===== config.mk =====
export PLATFORM = sky130hd
export DESIGN_NAME = d7s_lector_flat
export DESIGN_NICKNAME = d
export VERILOG_FILES = /design/src/rtl/d7s_pkg.sv /design/src/rtl/d7s_lector_if.sv /design/src/rtl/seg7_decode.sv /design/src/rtl/d7s_lector.sv /design/src/flat_wrapper.sv
export SDC_FILE = /design/constraint.sdc
export NUM_CORES = 1
export LEC_CHECK = 0
export CAP_MARGIN = 20
export CORE_UTILIZATION = 45
export DETAILED_ROUTE_END_ITERATION = 6
export DONT_BUFFER_PORTS = 1
export GPL_TIMING_DRIVEN = 0
export REMOVE_ABC_BUFFERS = 1
export SLEW_MARGIN = 5
export SYNTH_ARGS = -nofsm -noshare
export SYNTH_HDL_FRONTEND = slang
export SYNTH_SLANG_ARGS = --single-unit

===== constraint.sdc =====
create_clock -name clk -period 4.85 [get_ports clk]
set_input_delay 0.485 -clock clk [delete_from_list [all_inputs] [get_ports clk]]
set_output_delay 0.485 -clock clk [all_outputs]
set_load 0.01 [all_outputs]

===== src/rtl/d7s_pkg.sv =====
// Shared constants, state encoding and the reverse double-dabble step
// used by the 7-segment bus reader.
package d7s_pkg;

  // Active-high ABCDEFG patterns, bit6 = A ... bit0 = G
  localparam logic [6:0] SEG_0 = 7'h7E;
  localparam logic [6:0] SEG_1 = 7'h30;
  localparam logic [6:0] SEG_2 = 7'h6D;
  localparam logic [6:0] SEG_3 = 7'h79;
  localparam logic [6:0] SEG_4 = 7'h33;
  localparam logic [6:0] SEG_5 = 7'h5B;
  localparam logic [6:0] SEG_6 = 7'h5F;
  localparam logic [6:0] SEG_7 = 7'h70;
  localparam logic [6:0] SEG_8 = 7'h7F;
  localparam logic [6:0] SEG_9 = 7'h7B;

  localparam logic [2:0] SEL_UNITS = 3'b110;
  localparam logic [2:0] SEL_TENS  = 3'b101;
  localparam logic [2:0] SEL_HUND  = 3'b011;

  localparam int CONV_STEPS = 8;

  typedef enum logic [1:0] {COLLECT, CONVERT, DONE} state_t;

  // One step on {bcd[11:0], bin[7:0]}: shift right, then pull every
  // BCD nibble that landed at >= 8 back down by 3.
  function automatic logic [19:0] rdd_step(input logic [19:0] w);
    logic [19:0] s;
    s = w >> 1;
    for (int i = 0; i < 3; i++) begin
      if (s[8 + 4*i + 3]) s[8 + 4*i +: 4] = s[8 + 4*i +: 4] - 4'd3;
    end
    return s;
  endfunction

endpackage


===== src/rtl/d7s_lector_if.sv =====
// Display bus (select + segments) and the decoded-result bundle.
interface d7s_lector_if;
  logic [2:0]  transistor;
  logic [6:0]  d7sp;
  logic [7:0]  value;
  logic [11:0] bcd;
  logic        valid;
  logic        seg_err;
  logic        range_err;

  modport master (output transistor, d7sp,
                  input  value, bcd, valid, seg_err, range_err);
  modport slave  (input  transistor, d7sp,
                  output value, bcd, valid, seg_err, range_err);
endinterface


===== src/rtl/seg7_decode.sv =====
// Active-low 7-segment pattern to BCD digit; unknown patterns give 0
// with ok deasserted.
module seg7_decode
  import d7s_pkg::*;
(
  input  logic [6:0] seg_n,
  output logic [3:0] digit,
  output logic       ok
);

  always_comb begin
    digit = 4'd0;
    ok    = 1'b1;
    case (~seg_n)
      SEG_0: digit = 4'd0;
      SEG_1: digit = 4'd1;
      SEG_2: digit = 4'd2;
      SEG_3: digit = 4'd3;
      SEG_4: digit = 4'd4;
      SEG_5: digit = 4'd5;
      SEG_6: digit = 4'd6;
      SEG_7: digit = 4'd7;
      SEG_8: digit = 4'd8;
      SEG_9: digit = 4'd9;
      default: ok = 1'b0;
    endcase
  end

endmodule


===== src/rtl/d7s_lector.sv =====
// Reads a multiplexed 7-segment bus back: debounces select/segment pairs,
// collects a 3-digit frame and converts it to binary.
module d7s_lector
  import d7s_pkg::*;
#(
  parameter int STABLE_CYC = 2
) (
  input  logic         clk,
  input  logic         rst,
  d7s_lector_if.slave  bus
);

  logic [9:0]  in_cur;
  logic [9:0]  in_q_reg;
  logic [4:0]  run_reg;
  logic [4:0]  run_len;
  logic [2:0]  sel_hot;
  logic        accept;
  logic [3:0]  dec_digit;
  logic        dec_ok;
  logic [2:0]  mask_reg, mask_next;
  logic [11:0] dig_reg, dig_next;
  logic        seg_flag_reg;
  logic [19:0] work_reg, work_step;
  logic [2:0]  step_reg;
  logic        frame_done, last_step, over_range;
  logic        is_collect, is_convert;
  state_t      state_reg, state_next;
  logic [7:0]  value_reg;
  logic [11:0] bcd_reg;
  logic        seg_err_reg, range_err_reg;

  assign in_cur  = {bus.transistor, bus.d7sp};
  assign sel_hot = {bus.transistor == SEL_HUND,
                    bus.transistor == SEL_TENS,
                    bus.transistor == SEL_UNITS};

  // Run length includes the current cycle; saturating at 16 keeps a long
  // dwell from matching STABLE_CYC a second time.
  assign run_len = (in_cur == in_q_reg) ? run_reg + 5'd1 : 5'd1;
  assign accept  = is_collect && (run_len == 5'(STABLE_CYC)) && (|sel_hot);

  seg7_decode u_dec (
    .seg_n (bus.d7sp),
    .digit (dec_digit),
    .ok    (dec_ok)
  );

  assign mask_next = accept ? (mask_reg | sel_hot) : mask_reg;

  generate
    for (genvar gi = 0; gi < 3; gi++) begin : g_slot
      assign dig_next[4*gi +: 4] = (accept && sel_hot[gi]) ? dec_digit
                                                            : dig_reg[4*gi +: 4];
    end
  endgenerate

  assign frame_done = is_collect && (mask_next == 3'b111);
  assign last_step  = (step_reg == 3'(CONV_STEPS - 1));
  assign work_step  = rdd_step(work_reg);
  assign over_range = (dig_reg[11:8] > 4'd2) ||
                      ((dig_reg[11:8] == 4'd2) &&
                       ((dig_reg[7:4] > 4'd5) ||
                        ((dig_reg[7:4] == 4'd5) && (dig_reg[3:0] > 4'd5))));

  always_ff @(posedge clk) begin
    if (!rst) state_reg <= COLLECT;
    else      state_reg <= state_next;
  end

  always_comb begin
    state_next = state_reg;
    case (state_reg)
      COLLECT: if (frame_done) state_next = CONVERT;
      CONVERT: if (last_step)  state_next = DONE;
      DONE:    state_next = COLLECT;
      default: state_next = COLLECT;
    endcase
  end

  always_comb begin
    is_collect = (state_reg == COLLECT);
    is_convert = (state_reg == CONVERT);
    bus.valid  = (state_reg == DONE);
  end

  always_ff @(posedge clk) begin
    if (!rst) begin
      in_q_reg      <= '0;
      run_reg       <= '0;
      mask_reg      <= '0;
      dig_reg       <= '0;
      seg_flag_reg  <= 1'b0;
      work_reg      <= '0;
      step_reg      <= '0;
      value_reg     <= '0;
      bcd_reg       <= '0;
      seg_err_reg   <= 1'b0;
      range_err_reg <= 1'b0;
    end else begin
      in_q_reg <= in_cur;
      run_reg  <= run_len[4] ? 5'd16 : run_len;
      if (accept) begin
        mask_reg     <= mask_next;
        dig_reg      <= dig_next;
        seg_flag_reg <= seg_flag_reg | ~dec_ok;
      end
      if (frame_done) begin
        work_reg <= {dig_next, 8'd0};
        step_reg <= '0;
      end
      if (is_convert) begin
        work_reg <= work_step;
        step_reg <= step_reg + 3'd1;
        // Results land on the final step so they are stable during DONE
        if (last_step) begin
          bcd_reg       <= dig_reg;
          seg_err_reg   <= seg_flag_reg;
          range_err_reg <= over_range;
          value_reg     <= over_range ? 8'hFF : work_step[7:0];
        end
      end
      if (state_reg == DONE) begin
        mask_reg     <= '0;
        seg_flag_reg <= 1'b0;
      end
    end
  end

  assign bus.value     = value_reg;
  assign bus.bcd       = bcd_reg;
  assign bus.seg_err   = seg_err_reg;
  assign bus.range_err = range_err_reg;

endmodule


===== src/flat_wrapper.sv =====
// flat-port wrapper written by rule: the top's interface ports become plain ports
module d7s_lector_flat import d7s_pkg::*;
#(
  parameter int STABLE_CYC = 2
)
  (clk, rst, bus_transistor, bus_d7sp, bus_value, bus_bcd, bus_valid, bus_seg_err, bus_range_err);
  d7s_lector_if bus_i ();
  input  logic clk;
  input  logic rst;
  input wire logic [$bits(bus_i.transistor)-1:0] bus_transistor;
  input wire logic [$bits(bus_i.d7sp)-1:0] bus_d7sp;
  output wire logic [$bits(bus_i.value)-1:0] bus_value;
  output wire logic [$bits(bus_i.bcd)-1:0] bus_bcd;
  output wire logic [$bits(bus_i.valid)-1:0] bus_valid;
  output wire logic [$bits(bus_i.seg_err)-1:0] bus_seg_err;
  output wire logic [$bits(bus_i.range_err)-1:0] bus_range_err;
  assign bus_i.transistor = bus_transistor;
  assign bus_i.d7sp = bus_d7sp;
  assign bus_value = bus_i.value;
  assign bus_bcd = bus_i.bcd;
  assign bus_valid = bus_i.valid;
  assign bus_seg_err = bus_i.seg_err;
  assign bus_range_err = bus_i.range_err;
  d7s_lector #(.STABLE_CYC(STABLE_CYC)) u_core (.clk(clk), .rst(rst), .bus(bus_i));
endmodule

==> flow_summary.html <==
<table>
<tr><th>Metric</th><th>Value</th></tr>
<tr><th colspan="2">Clock tree</th></tr>
<tr><td>Root Buffer</td><td>sky130_fd_sc_hd__clkbuf_8</td></tr>
<tr><td>Clock latency at the later pin of the worst-skew pair</td><td>0.34 ns</td></tr>
<tr><td>Max clock buf depth</td><td>2</td></tr>
<tr><td>Number of sinks on the clock net</td><td>77</td></tr>
<tr><td>Number of levels in the clock H-tree</td><td>3</td></tr>
<tr><td>Post-cts repair resize count</td><td>0</td></tr>
<tr><td>Setup repair bufs after CTS</td><td>0</td></tr>
<tr><td>Clock-pin transition on the worst setup and hold timing paths</td><td>0.07 ns</td></tr>
<tr><td>Hold Buf Count CTS</td><td>0</td></tr>
<tr><td>CTS tree</td><td>yes</td></tr>
<tr><td>CTS Buf Count</td><td>9</td></tr>
<tr><th colspan="2">Synth</th></tr>
<tr><td>Distinct cell type count of the synthesized netlist</td><td>49</td></tr>
<tr><td>Count of flip-flops with a built-in enable after synthesis</td><td>0</td></tr>
<tr><td>Area share of the leading cell type in the synthesized netlist</td><td>0.455</td></tr>
<tr><td>Portion of the post-synthesis area used by sequential elements</td><td>0.455</td></tr>
<tr><td>Ys flop type</td><td>sky130_fd_sc_hd__dfxtp_1</td></tr>
<tr><td>Number of warnings issued by yosys</td><td>0</td></tr>
<tr><td>Count of state elements after synthesis</td><td>77</td></tr>
<tr><td>Instance count of the mapped netlist</td><td>372</td></tr>
<tr><td>Cell taking the most area after synthesis</td><td>sky130_fd_sc_hd__dfxtp_1</td></tr>
<tr><td>Average footprint of a synthesized cell</td><td>9.11 um2</td></tr>
<tr><td>Post-synthesis instance area</td><td>0.00339 mm2</td></tr>
<tr><td>Top-count cell post-synth</td><td>sky130_fd_sc_hd__dfxtp_1</td></tr>
<tr><td>Share of flip-flops with an asynchronous set or reset</td><td>0</td></tr>
<tr><td>Largest cells by area after synthesis</td><td>sky130_fd_sc_hd__dfxtp_1 45%, sky130_fd_sc_hd__nand2_1 5.9%, sky130_fd_sc_hd__a21boi_0 4.9%</td></tr>
<tr><td>Top cells by count, synth</td><td>77 x sky130_fd_sc_hd__dfxtp_1, 53 x sky130_fd_sc_hd__nand2_1, 22 x sky130_fd_sc_hd__a21boi_0</td></tr>
<tr><th colspan="2">GRT</th></tr>
<tr><td>Wire length of the first global-routing pass</td><td>11,100 um</td></tr>
<tr><td>Pin count of the biggest net entering global routing</td><td>73</td></tr>
<tr><td>Antenna violations before repair</td><td>0</td></tr>
<tr><td>GR Util All Layers</td><td>0.189</td></tr>
<tr><td>Number of global-route vias before repair</td><td>2,335</td></tr>
<tr><td>Sum of overflow across all layers after global routing</td><td>0</td></tr>
<tr><th colspan="2">Worst setup path</th></tr>
<tr><td>Critical Path Slowest Stage Cell</td><td>sky130_fd_sc_hd__nor4_4</td></tr>
<tr><td>Origin of the critical flop-to-flop path</td><td>u_core.run_reg[0]</td></tr>
<tr><td>CP Class</td><td>flop to flop</td></tr>
<tr><td>Buffer and inverter count on the worst path</td><td>1</td></tr>
<tr><td>Critical Path, Cell by Cell</td><td>ha_1, nor3_1, a41oi_1, nor3_1, a31oi_1, nor4_4, buf_6, mux2i_1, o22ai_1</td></tr>
<tr><td>Endpoint required time on the critical path</td><td>5.06 ns</td></tr>
<tr><td>Crit Reg-Reg Endpoint</td><td>u_core.work_reg[12]</td></tr>
<tr><td>Family with the most delay on the worst path</td><td>simple AND/OR/NAND/NOR gates</td></tr>
<tr><td>Maximum fanout count along the critical path</td><td>14</td></tr>
<tr><td>Critical Path Sink Type</td><td>flop</td></tr>
<tr><td>Max incr delay on CP</td><td>0.69 ns</td></tr>
<tr><td>Dominant cell type by count on the critical path</td><td>sky130_fd_sc_hd__nor3_1</td></tr>
<tr><td>Setup slack, reg-to-reg</td><td>1.90 ns</td></tr>
<tr><td>Worst path depth</td><td>9</td></tr>
<tr><td>Reg2reg path depth</td><td>9</td></tr>
<tr><td>WP data arrival</td><td>3.17 ns</td></tr>
<tr><td>Worst setup SP type</td><td>flop</td></tr>
<tr><th colspan="2">Power and ir drop</th></tr>
<tr><td>Power density over the cells</td><td>296 mW/mm2</td></tr>
<tr><td>Part of the power in combinational logic</td><td>0.031</td></tr>
<tr><td>Post-route total power</td><td>1.06 mW</td></tr>
<tr><td>Portion of total power attributed to the clock network</td><td>0.366</td></tr>
<tr><td>Sw frac</td><td>0.211</td></tr>
<tr><td>Int Pwr</td><td>0.836 mW</td></tr>
<tr><td>Leakage dissipation</td><td>1.21 nW</td></tr>
<tr><td>IR drop worst, VDD</td><td>0.103 mV</td></tr>
<tr><td>Net Sw Power</td><td>0.224 mW</td></tr>
<tr><td>Portion of total power attributed to sequential cells</td><td>0.603</td></tr>
<tr><th colspan="2">Timing</th></tr>
<tr><td>Worst rel slew slack</td><td>0.354</td></tr>
<tr><td>Setup TNS</td><td>0 ns</td></tr>
<tr><td>Final setup slack of the worst path</td><td>1.90 ns</td></tr>
<tr><td>Clock skew after layout</td><td>0.00663 ns</td></tr>
<tr><td>Final setup violating endpoints</td><td>0</td></tr>
<tr><td>Final Hold Violating Endpoints</td><td>0</td></tr>
<tr><td>Unrepaired setup endpoints after global routing</td><td>no</td></tr>
<tr><td>Least-Margin Pin Slew</td><td>0.957 ns</td></tr>
<tr><td>Worst hold slack across all endpoints</td><td>0.262 ns</td></tr>
<tr><td>Period utilization</td><td>0.609</td></tr>
<tr><td>Top achievable clock speed</td><td>338 MHz</td></tr>
<tr><td>Period minus WS final</td><td>2.95 ns</td></tr>
<tr><td>Number of max-slew violations in the final report</td><td>0</td></tr>
<tr><th colspan="2">Route</th></tr>
<tr><td>Final wirelength</td><td>6750 um</td></tr>
<tr><td>Remaining design rule violation count</td><td>0</td></tr>
<tr><td>Antenna Violating Nets Remaining</td><td>0</td></tr>
<tr><td>Via count</td><td>2,478</td></tr>
<tr><td>Count of TritonRoute iterations in the first routing pass</td><td>4</td></tr>
<tr><td>Number of design-rule violations left by the first detailed-router iteration</td><td>98</td></tr>
<tr><td>Per-cell routed wire length</td><td>14.7 um</td></tr>
<tr><td>Via count normalized by instance count</td><td>5.40</td></tr>
<tr><th colspan="2">Placed design</th></tr>
<tr><td>Post-place setup slack</td><td>1.92 ns</td></tr>
<tr><td>Port Buffers</td><td>0</td></tr>
<tr><td>Post-DP HPWL</td><td>4530 um</td></tr>
<tr><td>Routability Congestion</td><td>0.770</td></tr>
<tr><th colspan="2">Floorplanning</th></tr>
<tr><td>Ports</td><td>35</td></tr>
<tr><td>Rows</td><td>31</td></tr>
<tr><td>Initial Util</td><td>0.467</td></tr>
<tr><td>Placeable core region</td><td>0.00725 mm2</td></tr>
<tr><td>Die Ht</td><td>88.8 um</td></tr>
<tr><td>DIE WIDTH</td><td>88.8 um</td></tr>
<tr><td>Die area</td><td>0.00788 mm2</td></tr>
<tr><th colspan="2">Worst hold path</th></tr>
<tr><td>Worst Hold Class</td><td>input port to flop</td></tr>
<tr><td>Count of cells along the worst hold path</td><td>1</td></tr>
<tr><td>Hold-critical path endpoint</td><td>u_core.in_q_reg[8]</td></tr>
<tr><td>Worst hold path startpoint</td><td>bus_transistor[1]</td></tr>
<tr><th colspan="2">Job</th></tr>
<tr><td>Max-cap viol count</td><td>0</td></tr>
<tr><th colspan="2">Final layout</th></tr>
<tr><td>Nets</td><td>374</td></tr>
<tr><td>Share of layout cells above drive strength 1</td><td>0.0944</td></tr>
<tr><td>Number of fill cells in the layout</td><td>717</td></tr>
<tr><td>Max reg flops</td><td>19</td></tr>
<tr><td>Number of antenna cells inserted</td><td>0</td></tr>
<tr><td>Area growth from synthesis to final layout</td><td>5.72%</td></tr>
<tr><th colspan="2">Outcome</th></tr>
<tr><td>Status</td><td>complete, no violations</td></tr>
</table>
-- layout make-up --
type                    count  area, um2  area share
inverters                   3       11.3     0.00314
repair buffers              3       41.3      0.0115
multi-input cells         263       1720       0.479
well taps                  99        124      0.0346
clock buffers              12        135      0.0377
clock inverters             2       12.5     0.00349
flip-flops and latches     77       1540       0.430
-- power by group through the flow --
| stage | clock, mW | combinational (mW) | sequential (mW) |
|---|---|---|---|
| finish | 0.388 | 0.0326 | 0.639 |
| floorplan | 0 | 0.0293 | 0.654 |
| CTS | 0.403 | 0.0332 | 0.639 |
| global placement | 0 | 0.0326 | 0.654 |
| global route | 0.434 | 0.0364 | 0.640 |
| detailed placement | 0 | 0.0331 | 0.654 |
-- worst max-delay path by stage --
stage                 startpoint                  end  slack (ns)
3_3_place_gp         bus_d7sp[4]   u_core.work_reg[8]        1.12
5_1_grt        u_core.run_reg[0]  u_core.work_reg[12]        1.59
2_1_floorplan  u_core.run_reg[0]  u_core.work_reg[12]        1.83
6_report       u_core.run_reg[0]  u_core.work_reg[12]        1.90
3_5_place_dp   u_core.run_reg[0]  u_core.work_reg[12]        1.92
4_1_cts        u_core.run_reg[0]  u_core.work_reg[12]        1.90
-- per-stage QoR --
step,utilization,std cells,cell area [um2]
finish,0.494,459,3580
global route,0.494,459,3580
CTS,0.494,459,3580
detailed placement,0.474,445,3440
global placement,0.466,442,3380
floorplan,-,343,3260
-- cell families after synthesis --
kind of cell               Yosys count  share of synthesized area
xor gates and xnor gates            18                     0.0487
and+or+nand+nor                    148                      0.221
adders and majority gates            5                     0.0185
buffers and inverters               32                     0.0417
AOI/OAI and AO/OA                   75                      0.163
DFF                                 77                      0.455
muxes                               17                     0.0520
-- layout by cell type (no fill, tap or decap), drive strengths merged, types with 7 or more instances in the layout --
cell type and instances:
nor2 18, o21ai 13, a211oi 9, nand3 12, and2 14, clkbuf 12, nor3 14, mux2i 12
xnor2 17, dfxtp 77, a21oi 7, nand2 53, o221a 8, nor2b 12, a21boi 22
-- metal layers --
layer,track usage,vias up,wire (um)
li1,-,1264,-
met1,0.239,1162,3260
met2,0.308,41,3070
met3,0.0410,11,287
met4,0.0836,0,130
met5,0,-,0
-- worst reg2reg max path: stages, from the launching register on --
cell and delay [ns]:
sky130_fd_sc_hd__dfxtp_1 0.36, sky130_fd_sc_hd__ha_1 0.27, sky130_fd_sc_hd__nor3_1 0.19, sky130_fd_sc_hd__a41oi_1 0.06
sky130_fd_sc_hd__nor3_1 0.46, sky130_fd_sc_hd__a31oi_1 0.25, sky130_fd_sc_hd__nor4_4 0.69, sky130_fd_sc_hd__buf_6 0.26
sky130_fd_sc_hd__mux2i_1 0.19, sky130_fd_sc_hd__o22ai_1 0.09
Power figures use the tool's default switching activity.
